===== src/rtl/gray_sync_decoder.sv =====
// gray_sync_decoder: brings a Gray-coded word (pointer/counter from another
// clock domain) into clk through a flop synchronizer, decodes it to binary,
// reports the modulo movement between consecutive samples and flags samples
// that differ from their predecessor in more than one bit.
module gray_sync_decoder #(
  parameter int WIDTH       = 6,
  parameter int SYNC_STAGES = 2
) (
  input  logic             clk,
  input  logic             rst,
  input  logic [WIDTH-1:0] gray_in,
  input  logic             clr_err,
  output logic [WIDTH-1:0] binary_out,
  output logic             bin_valid,
  output logic [WIDTH-1:0] delta,
  output logic             change,
  output logic             err_multi,
  output logic [7:0]       err_count
);

  // Warm-up counter only has to reach SYNC_STAGES, then it parks there.
  localparam int             CNT_W     = $clog2(SYNC_STAGES + 1);
  localparam logic [CNT_W-1:0] WARM_LAST = CNT_W'(SYNC_STAGES);

  // Gray -> binary: MSB passes through, each lower bit XORs the bit above.
  function automatic logic [WIDTH-1:0] gray2bin(input logic [WIDTH-1:0] g);
    logic [WIDTH-1:0] b;
    b[WIDTH-1] = g[WIDTH-1];
    for (int i = WIDTH - 2; i >= 0; i--) begin
      b[i] = b[i+1] ^ g[i];
    end
    return b;
  endfunction

  // True when the two words differ in more than one bit position.
  function automatic logic multi_bit_diff(input logic [WIDTH-1:0] a,
                                          input logic [WIDTH-1:0] b);
    logic [WIDTH-1:0] d;
    int               n;
    d = a ^ b;
    n = 0;
    for (int i = 0; i < WIDTH; i++) begin
      n += int'(d[i]);
    end
    return (n > 1);
  endfunction

  // Saturating +1 for the 8-bit violation counter.
  function automatic logic [7:0] sat_inc8(input logic [7:0] c);
    return (c == 8'hFF) ? c : c + 8'd1;
  endfunction

  logic [WIDTH-1:0] sync_q [SYNC_STAGES];
  logic [WIDTH-1:0] sync_d [SYNC_STAGES];
  logic [WIDTH-1:0] gray_prev_q, gray_prev_d;
  logic [WIDTH-1:0] binary_out_q, binary_out_d;
  logic [WIDTH-1:0] delta_q, delta_d;
  logic             change_q, change_d;
  logic             bin_valid_q, bin_valid_d;
  logic [CNT_W-1:0] warm_cnt_q, warm_cnt_d;
  logic             err_multi_q, err_multi_d;
  logic [7:0]       err_count_q, err_count_d;

  logic [WIDTH-1:0] samp;
  logic [WIDTH-1:0] new_bin;
  logic             viol;

  // Next-state logic: shift synchronizer, decode newest sample, compare with previous.
  always_comb begin
    sync_d[0] = gray_in;
    for (int i = 1; i < SYNC_STAGES; i++) begin
      sync_d[i] = sync_q[i-1];
    end

    samp    = sync_q[SYNC_STAGES-1];
    new_bin = gray2bin(samp);

    warm_cnt_d  = warm_cnt_q;
    if (warm_cnt_q != WARM_LAST) begin
      warm_cnt_d = warm_cnt_q + CNT_W'(1);
    end
    // The first post-reset sample lands in binary_out on the edge where the
    // counter has already reached SYNC_STAGES.
    bin_valid_d = bin_valid_q | (warm_cnt_q == WARM_LAST);

    binary_out_d = new_bin;
    gray_prev_d  = samp;

    // Movement and violation checks need a real previous sample to compare to.
    delta_d  = '0;
    change_d = 1'b0;
    viol     = 1'b0;
    if (bin_valid_q) begin
      delta_d  = new_bin - binary_out_q;
      change_d = (delta_d != '0);
      viol     = multi_bit_diff(samp, gray_prev_q);
    end

    // A violation in the same cycle as a clear wins: the clear is absorbed
    // and the counter restarts at one.
    err_multi_d = err_multi_q;
    err_count_d = err_count_q;
    if (viol) begin
      err_multi_d = 1'b1;
      err_count_d = clr_err ? 8'd1 : sat_inc8(err_count_q);
    end else if (clr_err) begin
      err_multi_d = 1'b0;
      err_count_d = 8'd0;
    end
  end

  // State registers; reset clears everything so warm-up restarts cleanly.
  always_ff @(posedge clk) begin
    if (rst) begin
      for (int i = 0; i < SYNC_STAGES; i++) begin
        sync_q[i] <= '0;
      end
      gray_prev_q  <= '0;
      binary_out_q <= '0;
      delta_q      <= '0;
      change_q     <= 1'b0;
      bin_valid_q  <= 1'b0;
      warm_cnt_q   <= '0;
      err_multi_q  <= 1'b0;
      err_count_q  <= 8'd0;
    end else begin
      for (int i = 0; i < SYNC_STAGES; i++) begin
        sync_q[i] <= sync_d[i];
      end
      gray_prev_q  <= gray_prev_d;
      binary_out_q <= binary_out_d;
      delta_q      <= delta_d;
      change_q     <= change_d;
      bin_valid_q  <= bin_valid_d;
      warm_cnt_q   <= warm_cnt_d;
      err_multi_q  <= err_multi_d;
      err_count_q  <= err_count_d;
    end
  end

  assign binary_out = binary_out_q;
  assign bin_valid  = bin_valid_q;
  assign delta      = delta_q;
  assign change     = change_q;
  assign err_multi  = err_multi_q;
  assign err_count  = err_count_q;

endmodule


===== config.mk =====
export PLATFORM = sky130hd
export DESIGN_NAME = gray_sync_decoder
export DESIGN_NICKNAME = d
export VERILOG_FILES = /design/src/rtl/gray_sync_decoder.sv
export SDC_FILE = /design/constraint.sdc
export NUM_CORES = 1
export LEC_CHECK = 0
export CAP_MARGIN = 0
export CORE_UTILIZATION = 45
export DETAILED_ROUTE_END_ITERATION = 6
export HOLD_SLACK_MARGIN = 0.08
export PLACE_DENSITY = 0.74
export SYNTH_ARGS = -nofsm -noshare
export SYNTH_HDL_FRONTEND = slang
export SYNTH_SLANG_ARGS = --single-unit

===== constraint.sdc =====
create_clock -name clk -period 3.7 [get_ports clk]
set_input_delay 0.37 -clock clk [delete_from_list [all_inputs] [get_ports clk]]
set_output_delay 0.37 -clock clk [all_outputs]
set_load 0.01 [all_outputs]

==> results.cfg <==
[outcome]
status = finished clean

[route]
avgViaCountPerCell = 4.77
firstDrtPassIters = 4
drt-wirelength-per-cell_um = 11.5
ant_nets = 0
vias = 1212
finalWirelength_um = 2920
post-route-drc-count = 0
drtIter0Drc = 34

[timing]
fin_tns_setup_ns = 0
finClkSkew_ns = 0.00689
period_share = 0.897
tightest_slew_ns = 0.713
setup-violations-final = 0
slew_headroom = 0.523
period_needed_ns = 3.32
slew_violations = 0
timing.fmax_ghz = 0.301
grt_setup_unrepaired = no
timing.final.hold_violations = 0
fin_ws_ns = 0.380

[clocking]
cts_resized = 0
postCtsSetupRepairBufs = 0
insertion_delay_ns = 0.30
cts.sinks = 42
root_buffer = clkbuf_8
htree_num_levels = 2
cts-buffers-inserted = 5
cts_buffer_depth = 2
cts_tree = yes
postCtsHoldBufs = 0
worst_setup_hold_path_clk_slew_ns = 0.07

[place]
port_buffers = 31
placedCellCount = 246
hpwl_um = 2210
gp_congestion = 0.828
preCtsSetupSlack_ns = 0.439

[setup_path]
crit_path_end_kind = flip-flop
arrival_ns = 3.51
required_ns = 3.89
critPathMaxFanout = 8
startpoint_type = flip-flop
timing_worst_setup_path_type = reg -> reg

[finish]
fin_cells = 254
drive_gt1_frac = 0.0825
layout.nets = 225
fillCellCount = 316
antenna_cells = 0
area_delta_synth_final_pct = 28.4

[power]
switching_share = 0.249
power_density_nw_per_um2 = 534
power.leakage_uw = 0.000927
internal-power_uw = 904
combPwrFrac = 0.209
seq_power_share = 0.427
netSwitchingPower_uw = 299
ir_worst_vdd_mv = 0.401
power.share.clock = 0.365

[synthesis]
avgSynthCellArea_um2 = 10.3
synth_seq_cells = 42
netlist_area_um2 = 1750
synthCells = 171
synthDistinctLibCells = 36
yosysWarnings = 0
yosysSeqAreaShare = 0.479
syn-num-nets = 191

[worst_hold_path]
hp-class = reg -> reg

[global_routing]
grt_usage = 0.158
grt_max_degree = 23
grt_overflow_total = 0
grt_pass1_wl_um = 4940
antenna_found_initial = 0
grt_pass1_vias = 1172

[floorplan]
start_util = 0.476
die-area_um2 = 4150
ios = 32
dieWidth_um = 64.4
fp-row-count = 22
core_area_um2 = 3690
die_height_um = 64.4

[run]
maxCapViolCount = 0
==> through the flow <==
step                      total power [uW]  hold WS, ns  utilization  area (um2)
after floorplan                        691        0.414            -        1750
after global placement                 759        0.417        0.572        2110
after detailed placement               776        0.425        0.572        2110
after CTS                             1220        0.443        0.611        2250
after global routing                  1270        0.460        0.611        2250
final                                 1200        0.445        0.611        2250
==> cell usage after synthesis <==
| cell | number | area (um2) |
|---|---|---|
| dfxtp_1 | 42 | 841 |
| nor2_1 | 22 | 82.6 |
| nor2b_1 | 21 | 131 |
| xor2_1 | 13 | 114 |
| inv_1 | 12 | 45.0 |
| ha_1 | 7 | 87.6 |
| a21oi_1 | 4 | 20.0 |
| fa_1 | 4 | 80.1 |
| nand3_1 | 4 | 20.0 |
| and3_1 | 3 | 18.8 |
| clkbuf_1 | 3 | 11.3 |
| nand2_1 | 3 | 11.3 |
| xor2_2 | 3 | 48.8 |
| a311oi_1 | 2 | 17.5 |
| and2_1 | 2 | 12.5 |
| mux2i_1 | 2 | 20.0 |
| nand2b_1 | 2 | 12.5 |
| nor3_1 | 2 | 10.0 |
| o21a_1 | 2 | 15.0 |
| or2_2 | 2 | 12.5 |
| a21bo_2 | 1 | 10.0 |
| a21o_1 | 1 | 7.51 |
| a31oi_1 | 1 | 6.26 |
| a41oi_1 | 1 | 8.76 |
| a41oi_2 | 1 | 16.3 |
| and4_1 | 1 | 8.76 |
| buf_1 | 1 | 3.75 |
| buf_4 | 1 | 7.51 |
| nand4_1 | 1 | 6.26 |
| nor3b_1 | 1 | 7.51 |
| nor4_1 | 1 | 6.26 |
| o21ai_0 | 1 | 5.00 |
| o31a_1 | 1 | 8.76 |
| o31ai_1 | 1 | 7.51 |
| xnor2_1 | 1 | 8.76 |
| xnor3_2 | 1 | 23.8 |
==> worst paths after layout <==
check	start	end	slack (ns)	cells past startpoint
worst max-delay path	sync_q[0][7]	err_count[7]	0.38	10
worst max register to register	sync_q[0][7]	err_count[7]	0.38	10
worst min-delay path	sync_q[0][1]	sync_q[0][7]	0.44	1
worst min register to register	sync_q[0][1]	sync_q[0][7]	0.44	1
==> per-layer routing <==
metal,track usage,vias to the layer above,share of wire
li1,-,615,-
met1,0.163,568,0.45
met2,0.282,23,0.49
met3,0.0634,6,0.042
met4,0.0667,0,0.017
met5,0,-,0
==> registers in the layout (all words and copies together), names as in the netlist <==
name	cells
sync_q	12
err_count	8
delta	6
gray_prev_q	6
binary_out	5
warm_cnt_q	2
bin_valid	1
change	1
err_multi	1
==> critical path, cell delays in order, from the launching register on <==
cell and delay [ns]:
dfxtp_1 0.41, xor2_1 0.24, fa_1 0.49, fa_1 0.56, nand2_1 0.07, fa_1 0.45
a21bo_2 0.24, a41oi_2 0.40, nand4_1 0.17, xor2_1 0.15, nor2_1 0.05
==> power by group through the flow <==
stage               combinational (uW)  sequential, uW  clock, uW
finish                             251             513        438
global route                       282             517        469
CTS                                254             513        450
detailed placement                 252             524          0
global placement                   238             521          0
floorplan                          163             528          0
==> final cells by class <==
type / instances / area [um2] / area share
inverter: 12 / 45.0 / 0.0200
tap: 48 / 60.1 / 0.0267
clock buffer: 6 / 82.6 / 0.0367
sequential: 42 / 841 / 0.373
clock inverter: 2 / 60.1 / 0.0267
timing repair buffer: 32 / 318 / 0.141
multi-input combinational: 112 / 846 / 0.376
==> placed cells by master, fill, tap and decap left out, types with 2 or more instances in the layout <==
cell | netlist | final
dfxtp_1 | 42 | 42
clkdlybuf4s50_1 | 0 | 31
nor2_1 | 22 | 22
nor2b_1 | 21 | 21
xor2_1 | 13 | 13
inv_1 | 12 | 12
ha_1 | 7 | 7
clkbuf_8 | 0 | 6
a21oi_1 | 4 | 4
nand3_1 | 4 | 4
fa_1 | 4 | 4
xor2_2 | 3 | 3
nand2_1 | 3 | 3
and3_1 | 3 | 3
nand2b_1 | 2 | 2
o21a_1 | 2 | 2
nor3_1 | 2 | 2
or2_2 | 2 | 2
and2_1 | 2 | 2
a311oi_1 | 2 | 2
mux2i_1 | 2 | 2
bufinv_16 | 0 | 2
==> kinds of logic after synthesis <==
family / count (synthesis) / share of synthesized area
AND/OR/NAND/NOR: 65 / 0.194
flip-flops: 42 / 0.479
XOR/XNOR: 18 / 0.111
buffers and inverters: 17 / 0.0385
AO/OA/AOI/OAI: 16 / 0.0699
adder cells (fa/ha/maj): 11 / 0.0956
multiplexers: 2 / 0.0114
Note: power is estimated with default switching activity, not from simulation.
